File: src/rtl/cascade_counter_pkg.sv
// Shared constants and helpers for the cascaded multi-digit counter.
package cascade_counter_pkg;

  localparam int unsigned DIGIT_W_DEFAULT = 4;
  localparam int unsigned MAX_DIGITS      = 8;
  localparam logic [3:0]  BCD_MAX         = 4'd9;

  typedef enum logic {
    DIR_DOWN = 1'b0,
    DIR_UP   = 1'b1
  } dir_e;

  function automatic logic [MAX_DIGITS*DIGIT_W_DEFAULT-1:0] pack_digits(
    input logic [DIGIT_W_DEFAULT-1:0] d [MAX_DIGITS]
  );
    logic [MAX_DIGITS*DIGIT_W_DEFAULT-1:0] p;
    p = '0;
    for (int unsigned k = 0; k < MAX_DIGITS; k++) begin
      p[k*DIGIT_W_DEFAULT +: DIGIT_W_DEFAULT] = d[k];
    end
    return p;
  endfunction

endpackage

File: src/rtl/cascade_counter_digit.sv
// One digit cell: runtime modulus, up/down step, load and clear.
module counter_digit
  import cascade_counter_pkg::*;
#(
  parameter int unsigned DIGIT_W = DIGIT_W_DEFAULT
) (
  input  logic               clk,
  input  logic               reset,
  input  logic               clear,
  input  logic               load,
  input  logic [DIGIT_W-1:0] load_val,
  input  logic [DIGIT_W-1:0] max,
  input  logic               step,
  input  logic               up,
  output logic [DIGIT_W-1:0] q,
  output logic               tc
);

  logic [DIGIT_W-1:0] q_q;
  logic [DIGIT_W-1:0] q_d;

  // Up-terminal uses >= so a digit stranded above a lowered max still wraps.
  always_comb begin
    tc  = up ? (q_q >= max) : (q_q == '0);
    q_d = q_q;
    if (step) begin
      if (up) begin
        q_d = tc ? '0 : q_q + DIGIT_W'(1);
      end else begin
        q_d = tc ? max : q_q - DIGIT_W'(1);
      end
    end
  end

  always_ff @(posedge clk) begin
    if (reset) begin
      q_q <= '0;
    end else if (clear) begin
      q_q <= '0;
    end else if (load) begin
      q_q <= load_val;
    end else begin
      q_q <= q_d;
    end
  end

  assign q = q_q;

endmodule

File: src/rtl/cascade_counter.sv
// Cascaded multi-digit up/down counter with single-cycle carry chain,
// per-digit modulus, clamped parallel load and wrap-or-saturate mode.
module cascade_counter
  import cascade_counter_pkg::*;
#(
  parameter int unsigned NUM_DIGITS = 3,
  parameter int unsigned DIGIT_W    = DIGIT_W_DEFAULT,
  parameter bit          SATURATE   = 1'b0
) (
  input  logic                          clk,
  input  logic                          reset,
  input  logic                          clear,
  input  logic                          load,
  input  logic [NUM_DIGITS*DIGIT_W-1:0] load_data,
  input  logic [NUM_DIGITS*DIGIT_W-1:0] max_vec,
  input  logic                          enable,
  input  logic                          up,
  output logic [NUM_DIGITS*DIGIT_W-1:0] count,
  output logic [NUM_DIGITS-1:0]         digit_tc,
  output logic                          tc,
  output logic                          wrap,
  output logic                          sat
);

  logic [NUM_DIGITS-1:0]         step;
  logic [NUM_DIGITS-1:0]         fixed;
  logic [NUM_DIGITS*DIGIT_W-1:0] load_clamped;
  logic                          full_wrap;
  logic                          hold;
  logic                          changed;
  logic                          wrap_q, wrap_d;
  logic                          sat_q, sat_d;
  dir_e                          sat_dir_q, sat_dir_d;

  for (genvar g = 0; g < NUM_DIGITS; g++) begin : g_digit
    logic [DIGIT_W-1:0] ld;
    logic [DIGIT_W-1:0] mx;
    logic [DIGIT_W-1:0] q;

    assign ld = load_data[g*DIGIT_W +: DIGIT_W];
    assign mx = max_vec[g*DIGIT_W +: DIGIT_W];
    assign load_clamped[g*DIGIT_W +: DIGIT_W] = (ld > mx) ? mx : ld;
    assign fixed[g] = (q == '0) && (mx == '0);

    counter_digit #(
      .DIGIT_W(DIGIT_W)
    ) u_digit (
      .clk     (clk),
      .reset   (reset),
      .clear   (clear),
      .load    (load),
      .load_val(load_clamped[g*DIGIT_W +: DIGIT_W]),
      .max     (mx),
      .step    (step[g]),
      .up      (up),
      .q       (q),
      .tc      (digit_tc[g])
    );

    assign count[g*DIGIT_W +: DIGIT_W] = q;
  end

  assign tc = &digit_tc;

  always_comb begin
    full_wrap = enable && tc;
    hold      = SATURATE && full_wrap;
    step[0]   = enable && !hold;
    for (int unsigned i = 1; i < NUM_DIGITS; i++) begin
      step[i] = step[i-1] && digit_tc[i-1];
    end
  end

  // A stepped digit stays put only when it is 0 with max 0, in either direction.
  assign changed = |(step & ~fixed);

  always_comb begin
    wrap_d    = full_wrap && !SATURATE;
    sat_d     = sat_q;
    sat_dir_d = sat_dir_q;
    if (hold) begin
      sat_d     = 1'b1;
      sat_dir_d = dir_e'(up);
    end else if (sat_q && enable && (dir_e'(up) != sat_dir_q) && changed) begin
      sat_d = 1'b0;
    end
  end

  always_ff @(posedge clk) begin
    if (reset) begin
      wrap_q    <= 1'b0;
      sat_q     <= 1'b0;
      sat_dir_q <= DIR_UP;
    end else if (clear || load) begin
      wrap_q <= 1'b0;
      sat_q  <= 1'b0;
    end else begin
      wrap_q    <= wrap_d;
      sat_q     <= sat_d;
      sat_dir_q <= sat_dir_d;
    end
  end

  assign wrap = wrap_q;
  assign sat  = sat_q;

endmodule
File: config.mk
export PLATFORM = sky130hd
export DESIGN_NAME = cascade_counter
export DESIGN_NICKNAME = d
export VERILOG_FILES = /design/src/rtl/cascade_counter_pkg.sv /design/src/rtl/cascade_counter_digit.sv /design/src/rtl/cascade_counter.sv
export SDC_FILE = /design/constraint.sdc
export NUM_CORES = 1
export LEC_CHECK = 0
export CORE_MARGIN = 2
export CORE_UTILIZATION = 45
export CTS_BUF_LIST = sky130_fd_sc_hd__clkbuf_16
export DETAILED_ROUTE_END_ITERATION = 7
export GPL_TIMING_DRIVEN = 0
export PLACE_DENSITY = 0.74
export SETUP_SLACK_MARGIN = 0.02
export SLEW_MARGIN = 15
export SYNTH_ARGS = -nofsm -noshare
export SYNTH_HDL_FRONTEND = slang
export SYNTH_SLANG_ARGS = --single-unit
File: constraint.sdc
create_clock -name clk -period 6.2 [get_ports clk]
set_input_delay 0.62 -clock clk [delete_from_list [all_inputs] [get_ports clk]]
set_output_delay 0.62 -clock clk [all_outputs]
set_load 0.01 [all_outputs]
Yosys cells after proc, flatten, opt, wreduce, memory -nomap -nowiden
Index checks and enable logic that the tools add are counted.
{ "op_classes": {"magnitude_cmp": 6, "n_mux": 21, "addsub": 6, "n_reduce_logical": 13} }
{ "ops": {"columns": ["operator", "n"], "rows": [
  ["two-way mux 4 bit", 18],
  ["adder 4 x 1 -> 4 bit, second input constant", 3],
  ["greater-or-equal comparator 4 bit", 3],
  ["greater-than comparator 4 bit", 3],
  ["logical NOT 4 bit", 3],
  ["subtractor 4 x 1 -> 4 bit, second input constant", 3],
  ["nonzero test 2 bit", 3],
  ["OR reduction 2 bit", 2],
  ["logical AND 1 bit", 3],
  ["two-way mux 1 bit", 3],
  ["AND reduction 3 bit", 1],
  ["logical OR 1 bit", 1]
]} }
{ "totals": {"output_inout_bits": 18, "wordCells": 50, "reg_bits": 13, "inputBits": 30} }

Depth between registers and ports, before layout
Gate-level depths: netlist (run 1).
{ "depth": {"word_depth": 6, "ltp_mapped": 9, "mapped_depth_nobuf": 8} }

By module
A second synthesis (run 1) with hierarchy kept.
{ "unflattened": {"hier_cells": 266, "area_unflattened_um2": 2214.6} }
{ "modules_own_cells": {"columns": ["module", "area_per_inst_um2", "instances", "seq_area_each_um2", "cells_each"], "rows": [
  ["counter_digit", 545.5, 3, 80.1, 69],
  ["cascade_counter", 578.1, 1, 20.0, 59]
]} }

Least setup slack after synthesis (run 1)
No wires, ideal clock.
{ "synth_path": {"path_kind": "input to output", "start": "input port max_vec[1]", "end": "output port tc", "path_buffers": 1, "arrival_time_ns": 1.973, "t_required_ns": 5.580, "setup_slack_ns": 3.607, "stages": 7, "cell_sequence": "inv_1 > ha_1 > or4b_4 > a21oi_4 > a311oi_2 > buf_6 > and3_2"} }
{ "synth_between": {"elab_chain_len": 3} }
{ "synth_rtl": {"columns": ["element", "line", "text"], "rows": [
  ["from (decl)", "cascade_counter.sv:15", "input logic [NUM_DIGITS*DIGIT_W-1:0] max_vec,"],
  ["greater-or-equal comparator 4 bit", "cascade_counter_digit.sv:24", "tc = up ? (q_q >= max) : (q_q == '0);"],
  ["two-way mux 1 bit", "cascade_counter_digit.sv:24", null],
  ["via g_digit[0].u_digit.tc", "cascade_counter_digit.sv:16", "output logic tc"],
  ["AND reduction 3 bit", "cascade_counter.sv:63", "assign tc = &digit_tc;"],
  ["to (decl)", "cascade_counter.sv:20", "output logic tc,"]
]} }
The timed path passes the listed nets, and every way through them passes these cells.

Final worst setup path (run 1)
{ "layout_path": {"start": "input port max_vec[2]", "end": "output port tc"} }
The elaborated chain is that of the path after synthesis.

==> results by group, run 1 <==
STA
  • RSZ-0062 raised after global routing: false
  • Max Clock Skew: roughly 0.00090 ns
  • Slew Limit Fails: 0
  • Final setup violation count: 0
  • Minimum hold slack: 0.5782 ns
  • Fmax achieved: roughly 270 MHz
  • Final hold violations: 0
  • Slew HR: 44.23%
  • Slew @ Worst Pin: between 0.8 and 0.9 ns
  • Fin crit share: 59.23%
  • Setup TNS: 0 ns
  • Crit path time final: ~3.7 ns

Worst setup path
  • Startpoint types: input port
  • Cell mode on critical path: clkdlybuf4s50_1
  • Crit-path leading delay family: buffers and inverters
  • Worst path max stage delay: roughly 0.53 ns
  • Worst Setup Path Type: input port to output port
  • Crit path cell chain: clkdlybuf4s50_1 -> inv_1 -> ha_1 -> or4b_4 -> a21oi_4 -> a311oi_2 -> buf_6 -> and3_2 -> clkdlybuf4s50_1
  • Crit Path Max Fanout: 10
  • R2r setup slk: 3.88 ns
  • Arr. time, crit path: 3.05 ns
  • Worst endpoint required time: approximately 5.6 ns
  • Worst r2r dst: g_digit[0].u_digit.q[2]
  • Worst r2r path cells: 9
  • Slowest CP cell: or4b_4
  • Worst setup EP type: output port
  • Reg2reg start: g_digit[0].u_digit.q[0]
  • Buffers & Inverters on Critical Path: 4

GRT
  • First-pass GRT wire length: 8556 um
  • Initial antenna violation count: 0
  • Overflow left after global routing: 0
  • Largest net degree at the start of global routing: 11
  • GRT Overall Usage: 21.45%
  • Number of global-route vias before repair: ~1,800

Place
  • # port buffers: 46
  • RePlAce Congestion: between 0.8 and 0.9
  • Hpwl dp: just over 4000 um
  • Placed cell area: approximately 0.0024 mm^2

Routing
  • WL per Instance: around 15 um
  • DRT Pass-1 Iters: 5
  • Remaining DRCs: 0
  • Post-DRT Antenna Nets: 0
  • Vias: roughly 2,000
  • Final wirelength: ~5000 um
  • DR vias/cell: 5.708
  • Initial drt markers: ~140

Hold path
  • Worst Hold End: g_digit[1].u_digit.q[1]
  • Hold Startpoint: g_digit[1].u_digit.q[1]
  • Hold WC Path Type: flip-flop to flip-flop
  • Hold Path Depth: 2

Floorplan
  • Starting Density: a little under half
  • Core Area: approximately 0.0041 mm^2
  • Standard-cell row count: 23
  • Die Y: ~69 um
  • IO Count: 48
  • Die X: 69.23 um
  • DIE AREA: about 0.0048 mm^2

Cells and area
  • Design area: between 0.002 and 0.003 mm^2
  • Share of layout cells above drive strength 1: between 10% and 20%
  • Nets@finish: about 350
  • Diode count: 0
  • Seq. cell area: 260.3 um^2
  • Area grow syn2layout: 31.44%
  • Multi-input gate area: 0.001468 mm^2
  • Fill count: approximately 390

Clocking
  • Clock sink total: 13
  • Clk root buf: clkbuf_16
  • Post-CTS Resized: 0
  • Clk Latency, worst-skew pair: approximately 0.24 ns
  • Maximum clock insertion buffer count: 2
  • CTS Hold Bufs: 0
  • H-tree depth: 1
  • Post-CTS Setup Bufs: 0
  • Clock-pin slew on the worst setup and hold paths: around 0.050 ns
  • CTS tree: yes
  • CTS Buf Count: 3

Pwr
  • Cell Pwr Density: between 150 and 200 mW/mm^2
  • Register share of total power: roughly 24%
  • Switch Pwr: 138.3 uW
  • Peak supply drop: 0.0001097 V
  • Switch share: about a third
  • P_int: approximately 270 uW
  • Static Leakage: ~0.0011 uW
  • Total power: 405.3 uW
  • Comb pwr share: approximately 45%
  • Clk pwr share: 31.1%

Yosys
  • Most common cell in the synthesized netlist: ha_1
  • Flops & latches, synth: 13
  • Post-synth top area cell: ha_1
  • Post-synth EDFFs: 0
  • Synth Cell Area: roughly 0.0019 mm^2
  • Dominant synthesized flop cell: dfxtp_1
  • Async set or reset register ratio after synthesis: 0%
  • Register area share after synthesis: 13.59%
  • Unique masters post-synth: 57
  • Syn_area_per_cell: about 7.9 um^2
  • Top cell type's share of synthesized area: 20.26%
  • Mapped Nets: between 300 and 400
  • Yosys warnings: 0
  • Most instantiated cells after synthesis: 31 x ha_1, 23 x inv_1, 22 x nor2_1
  • Synth Instances: 242
  • Main area contributors after synthesis: ha_1 20%, dfxtp_1 14%, mux2i_1 4.7%

Status
  • Status: finished, final reports clean

Job
  • Max Cap Viol: 0
-- power by group through the flow --
stage          clock network (uW)  registers [uW]  logic [uW]
2_1_floorplan                   0            99.1         116
3_3_place_gp                    0            99.3         178
3_5_place_dp                    0            99.4         180
4_1_cts                       126            97.7         182
5_1_grt                       131            99.1         200
6_report                      126            97.8         181
-- per-layer routing --
layer	track usage [%]	wire (um)	up-vias
met5	0	0	-
met4	3.704	33	0
met3	3.634	291	6
met2	33.23	2277	70
met1	31.52	2457	882
li1	-	-	994
-- cell usage in the layout, fill, tap and decap left out, types with 5 or more instances in the layout --
| cell | Yosys | routed |
|---|---|---|
| ha_1 | 31 | 31 |
| mux2i_1 | 9 | 9 |
| o21ai_0 | 13 | 13 |
| nor2_1 | 22 | 22 |
| a211oi_1 | 7 | 7 |
| nand2b_1 | 5 | 5 |
| nand2_1 | 12 | 12 |
| a21oi_1 | 15 | 15 |
| clkdlybuf4s50_1 | 0 | 46 |
| inv_1 | 23 | 24 |
| dfxtp_1 | 13 | 13 |
| nand4_1 | 5 | 5 |
| buf_4 | 6 | 6 |
-- logic make-up (layout without fill, tap and decap cells) --
| group | Yosys count | in the layout | share of synthesized area, % |
|---|---|---|---|
| compound gates | 76 | 76 | 29.22 |
| simple gates | 69 | 69 | 19.41 |
| buf+inv | 37 | 87 | 9.738 |
| fa+ha+maj | 31 | 31 | 20.26 |
| flops | 13 | 13 | 13.59 |
| mux | 10 | 10 | 5.294 |
| xor+xnor | 5 | 5 | 2.288 |
| other cells | 1 | 1 | 0.1959 |
-- per-stage QoR --
step                std cells  utilization [%]  setup WS [ns]
floorplan                 242                -          3.607
global placement          338            60.07          2.547
detailed placement        338            60.07          2.532
CTS                       342            62.01          2.528
global route              342            62.01          2.446
finish                    342            62.01          2.528
-- worst max path at each step --
stage                          start  end  cells after the start
after floorplan           max_vec[1]   tc                      7
after global placement    max_vec[2]   tc                      9
after detailed placement  max_vec[2]   tc                      9
after CTS                 max_vec[2]   tc                      9
after global routing      max_vec[2]   tc                      9
final                     max_vec[2]   tc                      9
-- flip-flops by register name, summed over array words and instances (netlist names) --
name / cells
g_digit.u_digit.q: 12
wrap: 1
-- tightest hold or removal path: cells and delay by family (launching register included) --
family | cells | cell delay, ns
compound gates | 1 | 0.05
flops | 1 | 0.38
simple gates | 1 | 0.09
-- layout make-up --
cell class	count	share of cell area [%]
Sequential cell	13	10.34
Clock inverter	1	0.1492
Timing Repair Buffer	46	18.30
Buffer	13	3.829
Tap cell	50	2.486
Clock buffer	3	2.984
Inverter	24	3.580
Multi-Input combinational cell	192	58.33
Power figures use the tool's default switching activity.
==> inputs of run 2 (changes only) <==
--- a/config.mk
+++ b/config.mk
@@ -10,7 +10,7 @@
 export CTS_BUF_LIST = sky130_fd_sc_hd__clkbuf_16
 export DETAILED_ROUTE_END_ITERATION = 7
 export GPL_TIMING_DRIVEN = 0
-export PLACE_DENSITY = 0.74
+export PLACE_DENSITY = 0.77
 export SETUP_SLACK_MARGIN = 0.02
 export SLEW_MARGIN = 15
 export SYNTH_ARGS = -nofsm -noshare
==> constraint.sdc (replaced) <==
create_clock -name clk -period 3.05 [get_ports clk]
set_input_delay 0.305 -clock clk [delete_from_list [all_inputs] [get_ports clk]]
set_output_delay 0.305 -clock clk [all_outputs]
set_load 0.01 [all_outputs]
==> results by group, run 2 (synthesized netlist as in run 1, its figures left out) <==
Floorplan
  • Die X: 69.23 um (unchanged)
  • DIE AREA: 0.004792 mm^2 (unchanged)
  • Starting Density: 47.18% (unchanged)
  • Core Area: 0.004058 mm^2 (unchanged)
  • IO Count: 48 (unchanged)
  • Die Y: 69.23 um (unchanged)
  • Standard-cell row count: 23 (unchanged)

STA
  • Setup TNS: 0 ns (unchanged)
  • Slew HR: 43.49% (-0.75 points)
  • Slew Limit Fails: 0 (unchanged)
  • Fin crit share: between 90% and 100%
  • Slew @ Worst Pin: 0.8359 ns (+0.01105 ns)
  • Fmax achieved: 348.6 MHz
  • RSZ-0062 raised after global routing: false
  • Final setup violation count: 0 (unchanged)
  • Max Clock Skew: 0.001431 ns (+0.0005331 ns)
  • Final hold violations: 0 (unchanged)
  • Worst setup margin: 0.1816 ns (-2.346 ns)
  • Crit path time final: about 2.9 ns

Clocking
  • Clk root buf: clkbuf_16
  • Clock sink total: 13 (unchanged)
  • CTS Buf Count: 3 (unchanged)
  • CTS tree: yes
  • Maximum clock insertion buffer count: 2 (unchanged)
  • Post-CTS Resized: 0 (unchanged)
  • Post-CTS Setup Bufs: 0 (unchanged)
  • Clk Latency, worst-skew pair: 0.24 ns (about the same)
  • H-tree depth: 1 (unchanged)
  • Clock-pin slew on the worst setup and hold paths: 0.05 ns (about the same)
  • CTS Hold Bufs: 0 (unchanged)

Routing
  • WL per Instance: 14.22 um (-3.9%)
  • Max layer used: met4
  • Post-DRT Antenna Nets: 0 (unchanged)
  • DR vias/cell: 5.699 (-0.15%)
  • DRT Pass-1 Iters: 4 (-1)
  • Initial drt markers: 104 (-27%)
  • Vias: 1,949 (-0.15%)
  • Met2 WL: 2217 um (-2.6%)
  • Wl on met1: 2340 um (-4.8%)
  • Final wirelength: 4862 um (-3.9%)
  • Remaining DRCs: 0 (unchanged)
  • WL met3: 288 um (-1.0%)

Worst setup path
  • Buffers & Inverters on Critical Path: 3 (-1)
  • Startpoint types: input port
  • Worst setup EP type: output port
  • Worst Setup Path Type: input port to output port
  • Slowest CP cell: clkdlybuf4s50_1
  • Arr. time, crit path: 2.56 ns (-0.49 ns)
  • Worst endpoint required time: 2.74 ns (-2.84 ns)
  • Crit Path Max Fanout: 4 (-6)
  • Crit-path leading delay family: buffers and inverters
  • Crit path cell chain: clkdlybuf4s50_1 -> ha_1 -> nand2b_1 -> a211o_1 -> a21o_1 -> a21o_1 -> buf_4 -> clkdlybuf4s50_1
  • Worst path max stage delay: 0.47 ns (-0.06 ns)

GRT
  • First-pass GRT wire length: 8452 um (-1.2%)
  • GRT Overall Usage: 20.78% (-0.67 points)
  • Largest net degree at the start of global routing: 11 (unchanged)
  • Overflow left after global routing: 0 (unchanged)
  • Number of global-route vias before repair: 1,893 (+4.4%)
  • Initial antenna violation count: 0 (unchanged)

Hold path
  • Hold WC Path Type: flip-flop to flip-flop

Pwr
  • Static Leakage: 0.001150 uW (+2.6%)
  • Cell Pwr Density: 324.0 mW/mm^2 (+100%)
  • Peak supply drop: 0.0001848 V (+68%)

Place
  • Placed cell area: 0.002437 mm^2 (unchanged)
  • Placed insts: 338 (unchanged)
  • Hpwl dp: 3920 um (-2.6%)
  • RePlAce Congestion: 0.8555 (-0.58%)
  • # port buffers: 46 (unchanged)
  • Place WS: 0.02888 ns (-2.503 ns)

Cells and area
  • Commonest non-fill, non-tap cell in the layout: clkdlybuf4s50_1
  • Diode count: 0 (unchanged)
  • Nets@finish: 354 (unchanged)
  • Commonest non-fill, non-tap cells in the layout: 44 x clkdlybuf4s50_1, 31 x ha_1, 24 x inv_1, 22 x nor2_1, 15 x a21oi_1
  • Fill count: 363 (-6.2%)
  • Max FFs per register: 12 (unchanged)
  • Design area: 0.002521 mm^2 (+0.20%)
  • Area grow syn2layout: 31.70%
  • Post-Layout Cell Count: 342 (unchanged)
  • Share of layout cells above drive strength 1: 10.27% (unchanged)

Status
  • Status: finished, final reports clean

Job
  • Max Cap Viol: 0 (unchanged)
## run 2: cell types whose count changed in the layout (fill, tap and decap cells not counted), sizes merged
cell | before | now
dlymetal6s2s | 0 | 2
clkdlybuf4s50 | 46 | 44
## run 2: layout make-up
type / instances / area [um^2] / share of cell area [%]
Timing Repair Buffer: 46 / 465.4 / 18.46
Inverter: 24 / 90.09 / 3.573
Clock inverter: 1 / 3.754 / 0.1489
Clock buffer: 3 / 75.07 / 2.978
Buffer: 13 / 96.34 / 3.821
Multi-Input combinational cell: 192 / 1468 / 58.21
Sequential cell: 13 / 260.3 / 10.32
Tap cell: 50 / 62.56 / 2.481
## run 2: worst reg2reg max path, stage by stage, from the launching register on
cell and delay (ns):
dfxtp_1 0.44, inv_1 0.13, ha_1 0.28, nand2b_1 0.14, a21oi_4 0.07, a311oi_2 0.32
buf_6 0.20, nor2_1 0.05, o311a_1 0.35, nor4_2 0.20
## run 2: power by group
group          total, uW  leakage, uW  internal [uW]  switching, uW
Clock                254    0.0000423            174           80.0
Sequential           199     0.000106            180           19.0
Combinational        364      0.00100            188            176
## run 2: final timing paths
kind	start	slack, ns	depth (start not counted)	to
setup / recovery	max_vec[8]	0.18	8	digit_tc[2]
setup reg to reg	g_digit[0].u_digit.q[0]	0.77	9	g_digit[0].u_digit.q[2]
hold / removal	g_digit[1].u_digit.q[1]	0.60	2	g_digit[1].u_digit.q[1]
hold reg to reg	g_digit[1].u_digit.q[1]	0.60	2	g_digit[1].u_digit.q[1]
## run 2: layer usage
layer / global-route usage [%] / up-vias
met1: 28.85 / 893
met5: 0 / -
li1: - / 998
met3: 4.215 / 3
met4: 3.922 / 0
met2: 33.55 / 55
## run 2: stage by stage
step / util (%) / hold WS, ns / total power [uW]
floorplan: - / 0.4752 / 437.0
global placement: 60.07 / 0.5711 / 560.5
detailed placement: 60.07 / 0.5800 / 566.3
CTS: 62.01 / 0.5869 / 818.4
global route: 62.13 / 0.6256 / 866.6
finish: 62.13 / 0.5952 / 816.8
